**src/rtl/mips_multicycle_control.sv**
```systemverilog
// Main control FSM for a multicycle MIPS datapath.
// It steps each instruction through fetch, decode, execute, memory and writeback.
// The datapath selects and write strobes are decoded from the current state.
// Memory states wait on mem_ready; a bounded wait counter raises bus_error when the memory stalls too long.
module mips_multicycle_control #(
    parameter int WAIT_LIMIT = 15,
    parameter int CNT_W      = 8
) (
    input  logic       clock,
    input  logic       reset,
    input  logic [5:0] opcode,
    input  logic       mem_ready,
    output logic       pc_write,
    output logic       pc_write_cond,
    output logic       i_or_d,
    output logic       mem_read,
    output logic       mem_write,
    output logic       ir_write,
    output logic       mem_to_reg,
    output logic       reg_dst,
    output logic       reg_write,
    output logic       alu_src_a,
    output logic [1:0] alu_src_b,
    output logic [1:0] pc_source,
    output logic [2:0] ula_operation,
    output logic [3:0] state,
    output logic       illegal_op,
    output logic       bus_error
);

    typedef enum logic [3:0] {
        S_FETCH     = 4'd0,
        S_DECODE    = 4'd1,
        S_MEM_ADDR  = 4'd2,
        S_MEM_READ  = 4'd3,
        S_MEM_WB    = 4'd4,
        S_MEM_WRITE = 4'd5,
        S_R_EXEC    = 4'd6,
        S_R_WB      = 4'd7,
        S_BRANCH    = 4'd8,
        S_JUMP      = 4'd9,
        S_I_EXEC    = 4'd10,
        S_I_WB      = 4'd11
    } state_t;

    localparam logic [5:0] OP_RTYPE = 6'b000000;
    localparam logic [5:0] OP_J     = 6'b000010;
    localparam logic [5:0] OP_BEQ   = 6'b000100;
    localparam logic [5:0] OP_ADDI  = 6'b001000;
    localparam logic [5:0] OP_SLTI  = 6'b001010;
    localparam logic [5:0] OP_ANDI  = 6'b001100;
    localparam logic [5:0] OP_ORI   = 6'b001101;
    localparam logic [5:0] OP_XORI  = 6'b001110;
    localparam logic [5:0] OP_LUI   = 6'b001111;
    localparam logic [5:0] OP_LW    = 6'b100011;
    localparam logic [5:0] OP_SW    = 6'b101011;

    localparam logic [CNT_W-1:0] LIMIT = CNT_W'(WAIT_LIMIT);

    state_t           state_q, state_d;
    logic [CNT_W-1:0] wait_cnt_q, wait_cnt_d;
    logic [5:0]       opcode_q, opcode_d;
    logic             mem_wait;
    logic             timeout;
    logic             opcode_illegal;

    // ALU operation for an immediate-type instruction, from the opcode latched in DECODE
    function automatic logic [2:0] itype_ula(input logic [5:0] op);
        case (op)
            OP_SLTI: return 3'b011;
            OP_ANDI: return 3'b100;
            OP_ORI:  return 3'b101;
            OP_XORI: return 3'b110;
            OP_LUI:  return 3'b111;
            default: return 3'b000;
        endcase
    endfunction

    // Next-state, wait-counter and opcode-latch logic
    always_comb begin
        // NOTE: every variable gets a default first, so no path leaves one unassigned and no latch is inferred.
        state_d        = state_q;
        opcode_d       = opcode_q;
        opcode_illegal = 1'b0;
        mem_wait       = ((state_q == S_FETCH) || (state_q == S_MEM_READ) ||
                          (state_q == S_MEM_WRITE)) && !mem_ready;
        timeout        = mem_wait && (wait_cnt_q == LIMIT);

        case (state_q)
            S_FETCH: begin
                if (mem_ready) state_d = S_DECODE;
                else           state_d = S_FETCH;
            end
            S_DECODE: begin
                opcode_d = opcode;
                case (opcode)
                    OP_RTYPE:      state_d = S_R_EXEC;
                    OP_LW, OP_SW:  state_d = S_MEM_ADDR;
                    OP_BEQ:        state_d = S_BRANCH;
                    OP_J:          state_d = S_JUMP;
                    OP_ADDI, OP_SLTI, OP_ANDI,
                    OP_ORI, OP_XORI, OP_LUI: state_d = S_I_EXEC;
                    default: begin
                        state_d        = S_FETCH;
                        opcode_illegal = 1'b1;
                    end
                endcase
            end
            S_MEM_ADDR:  state_d = (opcode_q == OP_SW) ? S_MEM_WRITE : S_MEM_READ;
            S_MEM_READ: begin
                if (mem_ready)    state_d = S_MEM_WB;
                else if (timeout) state_d = S_FETCH;
            end
            S_MEM_WB:    state_d = S_FETCH;
            S_MEM_WRITE: begin
                if (mem_ready || timeout) state_d = S_FETCH;
            end
            S_R_EXEC:    state_d = S_R_WB;
            S_R_WB:      state_d = S_FETCH;
            S_BRANCH:    state_d = S_FETCH;
            S_JUMP:      state_d = S_FETCH;
            S_I_EXEC:    state_d = S_I_WB;
            S_I_WB:      state_d = S_FETCH;
            default:     state_d = S_FETCH;
        endcase

        // A timeout restarts the count even when FETCH loops back onto itself
        if ((state_d != state_q) || timeout) wait_cnt_d = '0;
        else if (mem_wait)                   wait_cnt_d = wait_cnt_q + 1'b1;
        else                                 wait_cnt_d = wait_cnt_q;
    end

    // State, wait counter and latched opcode registers with synchronous reset
    always_ff @(posedge clock) begin
        // NOTE: sequential state uses non-blocking assignments so all registers update together on the edge.
        if (reset) begin
            state_q    <= S_FETCH;
            wait_cnt_q <= '0;
            opcode_q   <= '0;
        end else begin
            state_q    <= state_d;
            wait_cnt_q <= wait_cnt_d;
            opcode_q   <= opcode_d;
        end
    end

    // Datapath controls decoded from the current state, forced low while in reset
    always_comb begin
        pc_write      = 1'b0;
        pc_write_cond = 1'b0;
        i_or_d        = 1'b0;
        mem_read      = 1'b0;
        mem_write     = 1'b0;
        ir_write      = 1'b0;
        mem_to_reg    = 1'b0;
        reg_dst       = 1'b0;
        reg_write     = 1'b0;
        alu_src_a     = 1'b0;
        alu_src_b     = 2'b00;
        pc_source     = 2'b00;
        ula_operation = 3'b000;
        state         = state_q;
        illegal_op    = opcode_illegal;
        bus_error     = timeout;

        case (state_q)
            S_FETCH: begin
                mem_read  = 1'b1;
                alu_src_b = 2'b01;
                ir_write  = mem_ready;
                pc_write  = mem_ready;
            end
            S_DECODE:    alu_src_b = 2'b11;
            S_MEM_ADDR: begin
                alu_src_a = 1'b1;
                alu_src_b = 2'b10;
            end
            S_MEM_READ: begin
                mem_read = 1'b1;
                i_or_d   = 1'b1;
            end
            S_MEM_WB: begin
                reg_write  = 1'b1;
                mem_to_reg = 1'b1;
            end
            S_MEM_WRITE: begin
                mem_write = 1'b1;
                i_or_d    = 1'b1;
            end
            S_R_EXEC: begin
                alu_src_a     = 1'b1;
                ula_operation = 3'b010;
            end
            S_R_WB: begin
                reg_write = 1'b1;
                reg_dst   = 1'b1;
            end
            S_BRANCH: begin
                alu_src_a     = 1'b1;
                ula_operation = 3'b001;
                pc_write_cond = 1'b1;
                pc_source     = 2'b01;
            end
            S_JUMP: begin
                pc_write  = 1'b1;
                pc_source = 2'b10;
            end
            S_I_EXEC: begin
                alu_src_a     = 1'b1;
                alu_src_b     = 2'b10;
                ula_operation = itype_ula(opcode_q);
            end
            S_I_WB: begin
                reg_write     = 1'b1;
                ula_operation = itype_ula(opcode_q);
            end
            default: ;
        endcase

        if (reset) begin
            pc_write      = 1'b0;
            pc_write_cond = 1'b0;
            i_or_d        = 1'b0;
            mem_read      = 1'b0;
            mem_write     = 1'b0;
            ir_write      = 1'b0;
            mem_to_reg    = 1'b0;
            reg_dst       = 1'b0;
            reg_write     = 1'b0;
            alu_src_a     = 1'b0;
            alu_src_b     = 2'b00;
            pc_source     = 2'b00;
            ula_operation = 3'b000;
            state         = 4'd0;
            illegal_op    = 1'b0;
            bus_error     = 1'b0;
        end
    end

endmodule

```
**config.mk**
```make
export PLATFORM = sky130hd
export DESIGN_NAME = mips_multicycle_control
export DESIGN_NICKNAME = d
export VERILOG_FILES = /design/src/rtl/mips_multicycle_control.sv
export SDC_FILE = /design/constraint.sdc
export NUM_CORES = 1
export LEC_CHECK = 0
export BUFFER_PORTS_ARGS = -buffer_cell sky130_fd_sc_hd__buf_2
export CAP_MARGIN = 20
export CORE_ASPECT_RATIO = 0.7
export CORE_MARGIN = 5
export CORE_UTILIZATION = 53
export CTS_CLUSTER_DIAMETER = 50
export DETAILED_ROUTE_END_ITERATION = 8
export GPL_ROUTABILITY_DRIVEN = 0
export MAX_ROUTING_LAYER = met4
export PLACE_DENSITY_LB_ADDON = 0.08
export SLEW_MARGIN = 20
export SYNTH_ARGS = -nofsm -noshare
export SYNTH_HDL_FRONTEND = slang
export SYNTH_SLANG_ARGS = --single-unit
```
**constraint.sdc**
```tcl
create_clock -name clock -period 2 [get_ports clock]
set_input_delay 0.1 -clock clock [delete_from_list [all_inputs] [get_ports clock]]
set_output_delay 0.1 -clock clock [all_outputs]
set_load 0.05 [all_outputs]
```
---- Word-level counts from Yosys, hierarchy flattened ----
Cells that the tools add are included.
word-level totals
  output and inout port bits .............. 23
  word-level logic and storage cells ...... 91
  bits of input ports ..................... 9
  register bits ........................... 18
cells by class
  reduce and logical (&&, ||, !) cells .... 19
  add/sub/neg operators ................... 1
  equality and inequality tests ........... 29
  multiplexer cells ....................... 39
operator list
  cell                                                  count
  equality test 6 x 4 -> 1 bit (second input constant)  11
  case mux 4 bit (7 select lines)                       1
  two-way mux 1 bit                                     24
  case mux 4 bit (5 select lines)                       1
  equality test 6 bit (second input constant)           3
  equality test 4 x 3 -> 1 bit (second input constant)  4
  equality test 4 bit (second input constant)           4
  two-way mux 4 bit                                     4
  case mux 3 bit (5 select lines)                       1
  OR reduction 2 bit                                    6
  OR reduction 11 bit                                   1
  case mux 3 bit (3 select lines)                       1
  adder 8 x 1 -> 8 bit (second input constant)          1
  equality test 4 x 2 -> 1 bit (second input constant)  2
  equality test 8 x 4 -> 1 bit (second input constant)  1
  equality test 6 x 2 -> 1 bit (second input constant)  1
  equality test 6 x 3 -> 1 bit (second input constant)  1
  zero test 6 bit                                       1
  two-way mux 3 bit                                     2
  case mux 2 bit (3 select lines)                       1
  OR reduction 6 bit                                    1
  equality test 4 x 1 -> 1 bit (second input constant)  1
  zero test 4 bit                                       1
  logical OR 1 bit                                      4
  8 further kinds                                       10

---- Depth between registers and ports, before layout ----
  depth after elaboration ................. 11
  depth in mapped cells ................... 6
  mapped depth without buffers ............ 6

---- Least setup slack after synthesis ----
No wires, ideal clock.
  kind .................................... reg2out
  start point ............................. reg state_q[3]
  end point ............................... out pc_source[0]
  cell stages (with the launch flop) ...... 6
  path buffers ............................ 3
  path slack .............................. -0.980 ns
  required time ........................... 1.900 ns
  data arrival time ....................... 2.880 ns
  cell sequence ........................... dfxtp_1 -> buf_6 -> clkbuf_1 -> nand2b_1 -> nor4_1 -> buf_4
on the way
  word-level cells in the longest chain between the ends .. 3
  elaborated cells on any way between the ends .. 4
  those cells by class .................... eq/ne: 2; mux: 2
RTL lines
  item                               line  text
  start: declaration                 60    state_t state_q, state_d;
  start signal: assignment           141   state_q <= state_d;
  equality test 4 bit                166   case (state_q)
  case mux 2 bit (2 select lines) *  166
  two-way mux 2 bit *                220   if (reset) begin
  end: declaration                   24    output logic [1:0] pc_source,
Every way passes the cells marked *; elsewhere a longest branch is shown, timed or not.

---- Worst setup path in the final report ----
  start point ............................. reg state_q[1]
  end point ............................... out bus_error
on the way
  word-level cells in the longest chain between the ends .. 6
  elaborated cells on any way between the ends .. 8
  those cells by class .................... eq/ne: 2; mux: 1; reduce/logical: 5
RTL lines
  item                                                                    line  text
  equality test 4 x 2 -> 1 bit / zero test 4 bit (equally long branches)  85    mem_wait = ((state_q == S_FETCH) || (state_q == S_MEM_READ) ||
  logical OR 1 bit                                                        85
  logical OR 1 bit *                                                      85
  logical AND 1 bit *                                                     86    (state_q == S_MEM_WRITE)) && !mem_ready;
  logical AND 1 bit *                                                     87    timeout = mem_wait && (wait_cnt_q == LIMIT);
  two-way mux 1 bit *                                                     220
  end: declaration                                                        28    output logic bus_error
Marks and branches as above.

==> results.yml <==
sta:
  finalSetupViolCount: 0
  finalSetupTns_ns: 0
  hold_viol_final: 0
  setup_slack_ns: 0.04640
  post-route-period-util_pct: 97.68
  maxSlewViolCount: 0
  clock_skew_ns: 0.006381
  rsz0062_at_grt: "true"
  min_period_ns: 1.954
  fmax_mhz: 511.9
  worst_pin_slew_ns: 0.6342
  relSlewSlack_pct: 57.65
power_and_ir_drop:
  p_switching_uw: 281.6
  leakagePower_nw: 0.7022
  comb_power_share_pct: 27.2
  p_sw_share_pct: 33.49
  internal_power_uw: 559.2
  pwr-share-seq_pct: 45.6
  power.clock.fraction_pct: 27.2
  ir_drop_uv: 302.4
  p_per_area_nw_per_um2: 483.1
  total_power_uw: 840.8
logic_synthesis:
  yosysTopAreaCell: "dfxtp_1"
  synthDistinctLibCells: 45
  syn_avg_cell_area_sq_um: 7.493
  synth_cells: 180
  syn-num-nets: 190
  synth_top_area_share_pct: 26.72
  synthTopCellsByCount: "nor2_1, nand2_1, dfxtp_1, a21oi_1, nor3_1"
  yosys-top-cells-area: "dfxtp_1, nor2_1, nand2_1"
  ys.flop_type: "dfxtp_1"
  ys_seq_area_share_pct: 26.72
  synth-edff-count: 0
  ys_ff_latch: 18
  syn_area_sq_um: 1349
  async_flop_share_pct: 0
  yosysMostFrequentCell: "nor2_1"
  yosysWarnings: 0
die:
  die_x_um: 70.30
  die_y_um: 52.21
  rows: 15
  coreArea_sq_um: 2440
  initial_utilization_pct: 55.28
  dieArea_sq_um: 3670
  io-pin-count: 32
drt:
  drtAntennaViolNets: 0
  avgRoutedWirePerCell_um: 15.15
  drt_wl_total_um: 3803
  viasPerCell: 5.753
  vias: 1444
  drcViolationCount: 0
  dr.pass1.iters: 4
  drt_iter0_drc: 74
finish:
  syn2layout_area_growth_pct: 29.04
  fillers: 211
  postLayoutCellArea_sq_um: 1740
  final_layout_size_suffix_gt1_share_pct: 35.94
  fin_nets: 228
  antennaDiodeCount: 0
clock_tree:
  cts_sinks: 18
  clock_latency_ns: 0.30
  numCtsBuffers: 3
  root_buffer: "clkbuf_4"
  cts_buffer_depth: 2
  cts.htree.levels: 1
  clk_pin_slew_worst_paths_ns: 0.11
  tritoncts: "yes"
global_routing:
  overflow: 0
  grt_usage_pct: 22.05
  grt_pass1_wl_um: 6272
  grt_pass1_vias: 1309
  antenna_found_initial: 0
  grt_max_degree: 19
placement:
  hpwl_um: 2818
  pre_cts_ws_ns: 0.1414
  port_buffers: 31
  dpl-instance-area_sq_um: 1634
setup_path:
  worst-r2r-setup-slack_ns: 0.09
  cp-start-kind: "flip-flop"
  worstPathRequired_ns: 1.90
  crit_type: "reg -> out"
  reg2reg_depth: 6
  cp-end-kind: "primary output"
  timing.rr.end: "wait_cnt_q[3]"
  critical-path-max-stage-delay_ns: 0.54
  critPathMaxFanout: 4
  r2r-start: "state_q[1]"
  crit_arrival_ns: 1.85
  path_cells: "or4_4, o2bb2ai_4, nand4_1, nor2_2, buf_6"
  crit_slowest_cell: "or4_4"
hold_path:
  hold_depth: 3
  min_path_type: "in -> reg"
  hold_path_end: "opcode_q[4]"
  worstHoldStart: "opcode[4]"
run:
  cap_violations: 0
outcome:
  status: "completed"
[placed cells by master (no fill, tap or decap), drive strengths merged, types with 2 or more instances in the layout]
master and instances:
xnor2 2, nand2 21, and4 3, or2 2
a211oi 2, nor4 6, dfxtp 18, a31oi 5
and3 3, xor2 6, nor2b 4, clkbuf 6
nor3b 2, o21ai 3, nor3 12, a21oi 12
o21bai 2, buf 43, nor2 29, nand2b 7
a211o 2, nand4 5, nand3 4, inv 3
[kinds of logic (layout without fill, tap and decap cells)]
logic type / after synthesis / count (layout) / share of synthesized area (%)
and+or+nand+nor: 103 / 103 / 40.17
AOI/OAI and AO/OA: 33 / 33 / 19.30
DFF: 18 / 18 / 26.72
buffers and inverters: 15 / 52 / 5.658
xor gates and xnor gates: 8 / 8 / 5.752
adders and majority gates: 2 / 2 / 1.670
muxes: 1 / 1 / 0.7421
[power groups by stage]
stage / registers [mW] / clock network, mW / logic, mW
finish: 0.384 / 0.228 / 0.229
global route: 0.386 / 0.253 / 0.246
floorplan: 0.388 / 0 / 0.159
global placement: 0.389 / 0 / 0.216
CTS: 0.382 / 0.228 / 0.223
detailed placement: 0.390 / 0 / 0.221
[registers in the layout, summed over array words and instances (netlist names)]
name        cells
opcode_q        6
wait_cnt_q      8
state_q         4
[area by class of cell]
| type | count | area [sq um] | area share (%) |
|---|---|---|---|
| Clock buffer | 4 | 36.28 | 2.085 |
| Inverter | 3 | 11.26 | 0.6470 |
| Multi-Input combinational cell | 147 | 1002 | 57.58 |
| Sequential cell | 18 | 364.1 | 20.92 |
| Tap cell | 34 | 42.54 | 2.444 |
| Timing Repair Buffer | 45 | 284.0 | 16.32 |
[per-stage QoR]
step	util, %	hold slack (ns)	instances
after detailed placement	66.97	0.3997	246
after floorplan	-	0.2360	180
after CTS	69.33	0.08171	251
final	71.33	0.08467	251
after global routing	71.33	0.06935	251
after global placement	66.97	0.3949	246
[routing by layer]
layer	track usage, %	up-vias	share of wire (%)
li1	-	721	-
met1	29.53	667	48
met2	34.01	50	46
met3	4.981	6	5.7
met4	5.414	0	1.0
met5	-	-	0
[worst max path at each step]
stage	slack (ns)	start	depth (start not counted)	endpoint
floorplan	-0.33	state_q[3]	5	pc_source[0]
finish	0.05	state_q[1]	5	bus_error
detailed placement	0.14	state_q[1]	6	wait_cnt_q[3]
global placement	0.24	state_q[1]	6	wait_cnt_q[7]
CTS	0.02	state_q[1]	6	reg_write
global route	-0.05	state_q[1]	7	alu_src_b[1]
[worst max-delay path, delay by kind of cell, from the launching register on]
kind                   cells  cell delay, ns
AOI/OAI and AO/OA          1            0.17
buffers and inverters      1            0.17
DFF                        1            0.37
and+or+nand+nor            3            0.85
[what timing repair did]
item,in CTS,in global routing
hold buffers,0,0
endpoints found under the setup margin,4,13
gates resized for setup,5,15
setup buffers,1,0
pin swaps,0,2
(Power assumes the default switching activity.)
